## config.mk

```make
export PLATFORM = sky130hd
export DESIGN_NAME = mux_rr_scheduler
export DESIGN_NICKNAME = d
export VERILOG_FILES = /design/src/rtl/mux_sched_pkg.sv /design/src/rtl/mux_rr_pick.sv /design/src/rtl/mux_rr_scheduler.sv
export SDC_FILE = /design/constraint.sdc
export NUM_CORES = 1
export LEC_CHECK = 0
export ABC_AREA = 0
export BUFFER_PORTS_ARGS = -buffer_cell sky130_fd_sc_hd__clkbuf_2
export CAP_MARGIN = 25
export CORE_MARGIN = 10
export CORE_UTILIZATION = 42
export DETAILED_ROUTE_END_ITERATION = 7
export GPL_TIMING_DRIVEN = 1
export PLACE_DENSITY = 0.82
export SLEW_MARGIN = 20
export SYNTH_ARGS = -nofsm -noshare
export SYNTH_HDL_FRONTEND = slang
export SYNTH_SLANG_ARGS = --single-unit
```

## constraint.sdc

```tcl
create_clock -name clk -period 2 [get_ports clk]
set_clock_uncertainty 0.15 [all_clocks]
set_input_delay 0.2 -clock clk [delete_from_list [all_inputs] [get_ports clk]]
set_output_delay 0.2 -clock clk [all_outputs]
set_load 0.05 [all_outputs]
```

## src/rtl/mux_sched_pkg.sv

```systemverilog
// mux_sched_pkg
// Shared types and constants for the round-robin mux scheduler.
//   state_e    : scheduler state (IDLE between grants, GRANT while a requester
//                owns the shared channel)
//   N_REQ_DEF  : default requester count
//   DATA_W_DEF : default per-requester data width
//   clog2()    : ceiling log2, used to size and sanity-check select/counter widths
package mux_sched_pkg;

    typedef enum logic {
        IDLE  = 1'b0,
        GRANT = 1'b1
    } state_e;

    localparam int N_REQ_DEF  = 8;
    localparam int DATA_W_DEF = 8;

    function automatic int clog2(input int value);
        int result;
        result = 0;
        for (int v = value - 1; v > 0; v = v >> 1) begin
            result++;
        end
        return result;
    endfunction

endpackage

```

## src/rtl/mux_rr_pick.sv

```systemverilog
// mux_rr_pick
// Combinational rotating-priority encoder: finds the first asserted request at
// or above ptr, wrapping modulo N_REQ.
//   req_valid [N_REQ] : candidate requests
//   ptr       [SEL_W] : index with highest priority this round
//   found     [1]     : at least one request is asserted
//   idx       [SEL_W] : winning index (0 when found is low)
module mux_rr_pick
    import mux_sched_pkg::*;
#(
    parameter int N_REQ = N_REQ_DEF,
    parameter int SEL_W = clog2(N_REQ)
) (
    input  logic [N_REQ-1:0] req_valid,
    input  logic [SEL_W-1:0] ptr,
    output logic             found,
    output logic [SEL_W-1:0] idx
);

    logic [2*N_REQ-1:0] dbl;
    logic [2*N_REQ-1:0] mask;
    logic [2*N_REQ-1:0] masked;

    // Two copies of the request vector side by side turn the wrap-around search
    // into a plain lowest-set-bit search: bits below ptr in the lower copy are
    // masked off, and the upper copy supplies the wrapped candidates.
    always_comb begin
        // NOTE: every signal driven here gets a value before any conditional
        // logic, so no path can hold an old value and infer a latch.
        dbl    = {req_valid, req_valid};
        mask   = {(2*N_REQ){1'b1}} << ptr;
        masked = dbl & mask;
        found  = |req_valid;
        idx    = '0;
        // Scan downward so the lowest set bit is the last one written.
        // N_REQ is a power of two, so truncating the bit position to SEL_W
        // bits folds the upper copy back onto requester indices.
        for (int i = 2*N_REQ - 1; i >= 0; i--) begin
            if (masked[i]) begin
                idx = SEL_W'(i);
            end
        end
    end

endmodule

```

## src/rtl/mux_rr_scheduler.sv

```systemverilog
// mux_rr_scheduler
// Round-robin scheduler sharing one valid/ready output channel among N_REQ
// requesters. A grant is held for a whole packet, cut after MAX_BURST beats,
// with one IDLE bubble cycle between grants. sel drives the select lines of
// the downstream 8:1 selection datapath.
//   clk, rst     : clock and synchronous active-high reset
//   req_valid    : per-requester valid         req_last : per-requester end of packet
//   req_data     : packed data, requester i at [i*DATA_W +: DATA_W]
//   req_ready    : per-requester accept, one-hot or zero
//   out_valid/out_data/out_last/out_ready : shared output channel
//   sel          : registered select code of the current grant
//   grant_active : high while a requester owns the channel
module mux_rr_scheduler
    import mux_sched_pkg::*;
#(
    parameter int N_REQ     = N_REQ_DEF,
    parameter int DATA_W    = DATA_W_DEF,
    parameter int SEL_W     = 3,
    parameter int MAX_BURST = 4
) (
    input  logic                    clk,
    input  logic                    rst,
    input  logic [N_REQ-1:0]        req_valid,
    input  logic [N_REQ-1:0]        req_last,
    input  logic [N_REQ*DATA_W-1:0] req_data,
    output logic [N_REQ-1:0]        req_ready,
    output logic                    out_valid,
    output logic [DATA_W-1:0]       out_data,
    output logic                    out_last,
    input  logic                    out_ready,
    output logic [SEL_W-1:0]        sel,
    output logic                    grant_active
);

    localparam int              CNT_W     = (MAX_BURST > 1) ? clog2(MAX_BURST) : 1;
    localparam logic [CNT_W-1:0] LAST_BEAT = CNT_W'(MAX_BURST - 1);

    if (SEL_W != clog2(N_REQ) || MAX_BURST < 1) begin : g_param_check
        $error("mux_rr_scheduler: SEL_W must equal clog2(N_REQ) and MAX_BURST must be >= 1");
    end

    state_e           state_q, state_d;
    logic [SEL_W-1:0] sel_q, sel_d;
    logic [SEL_W-1:0] ptr_q, ptr_d;
    logic [CNT_W-1:0] beat_cnt_q, beat_cnt_d;

    logic             pick_found;
    logic [SEL_W-1:0] pick_idx;

    mux_rr_pick #(
        .N_REQ (N_REQ),
        .SEL_W (SEL_W)
    ) u_pick (
        .req_valid (req_valid),
        .ptr       (ptr_q),
        .found     (pick_found),
        .idx       (pick_idx)
    );

    always_comb begin
        state_d      = state_q;
        sel_d        = sel_q;
        ptr_d        = ptr_q;
        beat_cnt_d   = beat_cnt_q;
        out_valid    = 1'b0;
        out_data     = '0;
        out_last     = 1'b0;
        req_ready    = '0;
        grant_active = 1'b0;

        // Outputs are forced idle while rst is high so a beat in flight on the
        // reset edge is never handed back to its requester as accepted.
        if (!rst) begin
            case (state_q)
                IDLE: begin
                    if (pick_found) begin
                        sel_d      = pick_idx;
                        beat_cnt_d = '0;
                        state_d    = GRANT;
                    end
                end
                GRANT: begin
                    grant_active     = 1'b1;
                    out_valid        = req_valid[sel_q];
                    out_data         = req_data[int'(sel_q) * DATA_W +: DATA_W];
                    out_last         = req_last[sel_q];
                    req_ready[sel_q] = out_ready;
                    if (out_valid && out_ready) begin
                        // End of packet or burst cap: move priority past the
                        // current owner so a cut packet queues behind the rest.
                        if (out_last || beat_cnt_q == LAST_BEAT) begin
                            ptr_d   = sel_q + SEL_W'(1);
                            state_d = IDLE;
                        end else begin
                            beat_cnt_d = beat_cnt_q + CNT_W'(1);
                        end
                    end
                end
                default: state_d = IDLE;
            endcase
        end
    end

    always_ff @(posedge clk) begin
        // NOTE: non-blocking assignments let every register sample the values
        // from before the edge, independent of statement order.
        if (rst) begin
            state_q    <= IDLE;
            sel_q      <= '0;
            ptr_q      <= '0;
            beat_cnt_q <= '0;
        end else begin
            state_q    <= state_d;
            sel_q      <= sel_d;
            ptr_q      <= ptr_d;
            beat_cnt_q <= beat_cnt_d;
        end
    end

    assign sel = sel_q;

endmodule

```

==> impl_metrics.sql, run 1 <==
INSERT INTO impl_metrics (metric_group, metric, value, unit) VALUES
('run_status', 'outcome', 'finished, violations left', ''),
('run_status', 'violations_in_the_final_reports', 'negative setup slack', ''),
('worst_setup_path', 'worst-r2r-cell-count', '7', ''),
('min_path', 'timing.hold.worst.class', 'in2reg', ''),
('place', 'gp_routability_congestion', '0.864', ''),
('sta', 'hold-worst-slack', '131', 'ps'),
('pwr', 'netSwitchingFraction', '0.411', ''),
('routing', 'routed_via_density', '5.58', ''),
('routing', 'detail_route.drc_violations', '0', ''),
('min_path', 'whs_path_depth', '3', ''),
('worst_setup_path', 'timing.critical_path.fanout_max', '3', ''),
('layout', 'mostFrequentLayoutCells', 'clkbuf_2 (91), buf_4 (22), nor2_1 (20)', ''),
('pwr', 'p_int', '0.510', 'mW'),
('floorplanning', 'coreArea', '3390', 'um2'),
('pwr', 'power_leakage', '1.12', 'nW'),
('floorplanning', 'die_area', '6370', 'um2'),
('yosys', 'synth_nets', '292', ''),
('flow_run', 'timing.max_cap.violations', '0', ''),
('pwr', 'switching_power', '0.356', 'mW'),
('yosys', 'synth_top_flop_cell', 'dfxtp_1', ''),
('cts', 'root_buffer', 'clkbuf_4', ''),
('place', 'port-buffer-count', '104', ''),
('yosys', 'synth-seq-area-share', '0.120', ''),
('routing', 'dr.first_iter.drc_count', '173', ''),
('global_route', 'grt_antenna_before_repair', '0', ''),
('pwr', 'clockPowerShare', '0.175', ''),
('yosys', 'synth_fa_ha_area_frac', '0.0167', ''),
('cts', 'numCtsBuffers', '3', ''),
('sta', 'max-slew-margin-rel', '0.723', ''),
('yosys', 'syn-mean-instance-area', '7.25', 'um2'),
('worst_setup_path', 'worstSetupEndpointType', 'primary output', ''),
('pwr', 'total_power', '0.866', 'mW'),
('sta', 'finalSetupViolCount', '9', ''),
('yosys', 'synth_top_family_by_area', 'simple AND/OR/NAND/NOR gates', ''),
('sta', 'timing_worst_slew_pin_value', '412', 'ps'),
('floorplanning', 'die_width', '79.8', 'um'),
('yosys', 'ys_warn_count', '0', ''),
('yosys', 'synth-edff-count', '0', ''),
('routing', 'vias', '2080', ''),
('pwr', 'seqPwrFrac', '0.228', ''),
('worst_setup_path', 'worst_path_largest_cell_delay', '490', 'ps'),
('cts', 'tritoncts_num_sinks', '9', ''),
('global_route', 'gr-usage-all-layers', '0.187', ''),
('layout', 'final_layout_size_suffix_gt1_frac', '0.566', ''),
('yosys', 'synth_compound_area_frac', '0.275', ''),
('sta', 'setup_repair_after_global_routing_missed_its_margin', 'yes', ''),
('layout', 'layout-area-overhead-vs-synth', '72.0', '%'),
('global_route', 'global_route.overflow_total', '0', ''),
('cts', 'max-clock-path-buffers', '2', ''),
('cts', 'tritoncts', 'yes', ''),
('yosys', 'synthDistinctLibCells', '45', ''),
('sta', 'period_needed', '2130', 'ps'),
('sta', 'max_clk_rate', '470', 'MHz'),
('sta', 'layout_setup_ws', '-127', 'ps'),
('layout', 'finish.net_count', '413', ''),
('floorplanning', 'chipHeight', '79.8', 'um'),
('sta', 'fraction_of_the_cycle_the_final_worst_path_needs', '1.06', ''),
('cts', 'clkSlewWorstSetupHoldPaths', '70', 'ps'),
('floorplanning', 'top_level_ports', '105', ''),
('layout', 'n_antenna_cell', '0', ''),
('yosys', 'asyncSetResetFlopFracSynth', '0', ''),
('cts', 'clock_latency', '270', 'ps'),
('sta', 'drv_slew', '0', ''),
('sta', 'finalHoldViolCount', '0', ''),
('pwr', 'comb_power_share', '0.597', ''),
('worst_setup_path', 'cp_data_arrival_time', '1780', 'ps'),
('cts', 'cts-htree-levels', '1', ''),
('worst_setup_path', 'critical_path.slowest_cell', 'mux4_2', ''),
('routing', 'drt_pass1_iterations', '4', ''),
('global_route', 'grt_first_pass_wirelength', '9730', 'um'),
('yosys', 'synth_simple_gate_area_frac', '0.302', '');
==> synthesized netlist by cell type (4+ instances only) <==
cell | number | area, um2
a21oi_1 | 15 | 75.1
a22oi_1 | 7 | 52.6
buf_2 | 7 | 35.0
clkbuf_1 | 6 | 22.5
dfxtp_1 | 9 | 180
inv_1 | 5 | 18.8
mux2_2 | 6 | 67.6
mux2i_1 | 15 | 150
mux4_2 | 4 | 90.1
nand2_1 | 19 | 71.3
nand2b_1 | 6 | 37.5
nand3_1 | 11 | 55.1
nor2_1 | 33 | 124
nor2b_1 | 7 | 43.8
nor3_1 | 4 | 20.0
o21ai_0 | 10 | 50.1
==> state kept, by name (all words and copies together), names as in the netlist <==
| signal | cells |
|---|---|
| state_q | 1 |
| ptr_q | 3 |
| sel | 3 |
| beat_cnt_q | 2 |
==> worst paths after layout <==
kind | slack (ps) | end | start
worst max-delay path | -130 | out_data[1] | sel[1]
worst min-delay path | 130 | state_q | rst
worst max register to register | 40 | ptr_q[1] | sel[1]
worst min register to register | 320 | beat_cnt_q[1] | beat_cnt_q[1]
==> area by class of cell <==
cell class                 count  area (um2)  area share
multi-input combinational    177        1410       0.545
timing repair buffer         132         876       0.339
sequential                     9         193      0.0746
tap                           46        57.6      0.0223
clock buffer                   4        26.3      0.0102
inverter                       5        22.5     0.00872
==> routing by layer <==
| metal | track usage | part of all wire | up-vias |
|---|---|---|---|
| li1 | - | - | 1012 |
| met2 | 0.345 | 0.55 | 76 |
| met4 | 0.0739 | 0.028 | 0 |
| met1 | 0.199 | 0.37 | 977 |
| met5 | 0 | 0 | - |
| met3 | 0.0417 | 0.058 | 15 |
==> what timing repair did <==
action	CTS	global route
hold endpoints to repair	0	0
hold buffers	0	0
buffers inserted	10	1
endpoints found under the setup margin	18	19
pin swaps	6	8
resized for setup	37	23
==> metrics by stage <==
stage / TNS [ps] / util / setup WS, ps / area, um2 / std cells
after CTS: -598 / 0.736 / -137 / 2490 / 372
after global routing: -1650 / 0.762 / -208 / 2580 / 373
final: -702 / 0.762 / -127 / 2580 / 373
after global placement: 0 / 0.661 / 89.5 / 2240 / 358
after detailed placement: 0 / 0.661 / 17.8 / 2240 / 358
after floorplan: -106 / - / -85.4 / 1670 / 207
==> power groups by stage <==
| stage | logic [mW] | registers [mW] | clock network, mW |
|---|---|---|---|
| after floorplan | 0.280 | 0.204 | 0 |
| after global placement | 0.414 | 0.208 | 0 |
| after detailed placement | 0.420 | 0.209 | 0 |
| after CTS | 0.483 | 0.197 | 0.152 |
| after global routing | 0.555 | 0.199 | 0.163 |
| final | 0.517 | 0.197 | 0.151 |
==> worst max-delay path, delay by kind of cell, from the launching register on <==
family        cells  cell delay (ps)
mux               2              670
simple gates      1               80
buf+inv           3              380
flops             1              360
==> kinds of logic (layout without fill, tap and decap cells) <==
logic type | Yosys count | in the layout
buf+inv | 21 | 141
simple gates | 93 | 93
xor+xnor | 1 | 1
compound gates | 55 | 55
mux | 26 | 26
flops | 9 | 9
fa+ha+maj | 2 | 2
Power figures use the tool's default switching activity.
==> run 2: changes to the inputs <==
CORE_MARGIN = default   (was 10)
==> impl_metrics.sql, run 2 (synthesis results as in run 1) <==
INSERT INTO impl_metrics (metric_group, metric, value, unit) VALUES
('pwr', 'power_leakage', '1.20', 'nW'),
('cts', 'clkSlewWorstSetupHoldPaths', '70', 'ps'),
('layout', 'num-fill-cells', '184', ''),
('worst_setup_path', 'critPathKind', 'reg2out', ''),
('worst_setup_path', 'cp_data_arrival_time', '1790', 'ps'),
('layout', 'finish.net_count', '419', ''),
('layout', 'layout.cells.most_common', 'clkbuf_2', ''),
('place', 'port-buffer-count', '104', ''),
('cts', 'root_buffer', 'clkbuf_4', ''),
('run_status', 'outcome', 'finished, violations left', ''),
('pwr', 'total_power', '0.930', 'mW'),
('worst_setup_path', 'timing.critical_path.fanout_max', '8', ''),
('sta', 'drv_slew', '0', ''),
('routing', 'postRouteAntennaNets', '0', ''),
('sta', 'fraction_of_the_cycle_the_final_worst_path_needs', '1.07', ''),
('routing', 'dr.first_iter.drc_count', '161', ''),
('layout', 'n_antenna_cell', '0', ''),
('routing', 'detail_route.drc_violations', '0', ''),
('run_status', 'violations_in_the_final_reports', 'negative setup slack', ''),
('sta', 'timing_worst_slew_pin_value', '498', 'ps'),
('routing', 'route.detailed.wl_per_inst', '17.9', 'um'),
('place', 'gp_routability_congestion', '0.860', ''),
('layout', 'mostFrequentLayoutCells', 'clkbuf_2 (90), buf_4 (21), nand2_1 (19)', ''),
('routing', 'total_detailed_routing_wirelength', '6800', 'um'),
('layout', 'layout-area-overhead-vs-synth', '84.9', '%'),
('sta', 'hold-worst-slack', '138', 'ps'),
('cts', 'tritoncts_num_sinks', '9', ''),
('cts', 'numCtsBuffers', '3', ''),
('floorplanning', 'chipHeight', '61.8', 'um'),
('global_route', 'pin_count_of_the_biggest_net_entering_global_routing', '22', ''),
('sta', 'setup_repair_after_global_routing_missed_its_margin', 'yes', ''),
('flow_run', 'timing.max_cap.violations', '0', ''),
('floorplanning', 'fp-row-count', '21', ''),
('floorplanning', 'die_width', '61.8', 'um'),
('routing', 'routed_via_density', '5.99', ''),
('worst_setup_path', 'worstSetupEndpointType', 'primary output', ''),
('global_route', 'gr-usage-all-layers', '0.310', ''),
('place', 'detailed_place_hpwl', '4010', 'um'),
('pwr', 'peakVddDrop', '161', 'uV'),
('sta', 'layout_setup_ws', '-136', 'ps'),
('worst_setup_path', 'critPathRequiredTime', '1650', 'ps'),
('cts', 'clock_latency', '280', 'ps'),
('sta', 'finalHoldViolCount', '0', ''),
('layout', 'final_area', '2780', 'um2'),
('cts', 'max-clock-path-buffers', '2', ''),
('floorplanning', 'coreArea', '3390', 'um2'),
('worst_setup_path', 'timing.critical_path.from_type', 'register', ''),
('min_path', 'timing.hold.worst.class', 'in2reg', ''),
('routing', 'vias', '2272', ''),
('sta', 'max_clk_rate', '468', 'MHz'),
('global_route', 'global_route.overflow_total', '0', ''),
('sta', 'totalNegativeSetupSlack', '-901', 'ps'),
('place', 'postPlaceCellArea', '2260', 'um2'),
('floorplanning', 'top_level_ports', '105', ''),
('cts', 'cts-htree-levels', '1', ''),
('sta', 'finalSetupViolCount', '11', ''),
('cts', 'tritoncts', 'yes', ''),
('global_route', 'grt_first_pass_wirelength', '8630', 'um'),
('floorplanning', 'initial_util', '0.443', ''),
('sta', 'max-slew-margin-rel', '0.665', ''),
('global_route', 'first_global_vias', '1956', ''),
('routing', 'drt_pass1_iterations', '5', ''),
('layout', 'final_layout_size_suffix_gt1_frac', '0.619', ''),
('pwr', 'cellPowerDensity', '335', 'nW/um2'),
('floorplanning', 'die_area', '3820', 'um2'),
('global_route', 'grt_antenna_before_repair', '0', ''),
('sta', 'period_needed', '2140', 'ps');
==> run 2: cell types whose count changed in the layout (fill, tap and decap cells not counted), moves of 3 or more <==
cell | before | now
a22oi_1 | 6 | 3
a22oi_2 | 1 | 4
buf_6 | 5 | 9
mux2_4 | 0 | 3
nor2_1 | 20 | 17
==> run 2: stage by stage <==
stage / std cells / setup slack [ps] / util
final: 379 / -136 / 0.819
after global routing: 379 / -201 / 0.819
after CTS: 374 / -87.1 / 0.760
after detailed placement: 358 / 47.1 / 0.668
after global placement: 358 / 75.0 / 0.668
after floorplan: 207 / -85.4 / -
==> run 2: where the power goes <==
group	leakage, nW	switching, mW	internal (mW)
logic	1.11	0.309	0.278
registers	0.0755	0.0120	0.184
clock network	0.0150	0.0697	0.0771
==> run 2: final timing paths <==
kind	cells past startpoint	start	end	slack, ps
max	5	sel[1]	out_data[6]	-140
min	3	rst	state_q	140
max reg2reg	8	sel[0]	ptr_q[0]	0
min reg2reg	2	beat_cnt_q[1]	beat_cnt_q[1]	320
==> run 2: layout make-up <==
class	instances	area, um2	area share
Multi-Input combinational cell	177	1500	0.540
Timing Repair Buffer	138	978	0.352
Sequential cell	9	193	0.0694
Tap cell	46	57.6	0.0207
Clock buffer	4	26.3	0.00946
Inverter	5	22.5	0.00811
==> run 2: what timing repair did <==
| action | in CTS | in global routing |
|---|---|---|
| pin swaps | 15 | 15 |
| setup buffers | 12 | 4 |
| endpoints found under the setup margin | 18 | 19 |
| resized for setup | 45 | 44 |
| gates cloned | 0 | 1 |
| hold buffers | 0 | 0 |
==> run 2: critical path, cell delays in order, from the launching register on <==
cell	delay (ps)
dfxtp_4	410
buf_6	140
mux4_2	520
mux2i_2	210
nor2_2	70
buf_8	150
==> run 2: per-layer routing <==
metal | share of wire | vias to the layer above | track usage
li1 | - | 1025 | -
met1 | 0.35 | 1042 | 0.360
met2 | 0.51 | 158 | 0.515
met3 | 0.077 | 47 | 0.0683
met4 | 0.062 | 0 | 0.197
met5 | 0 | - | 0
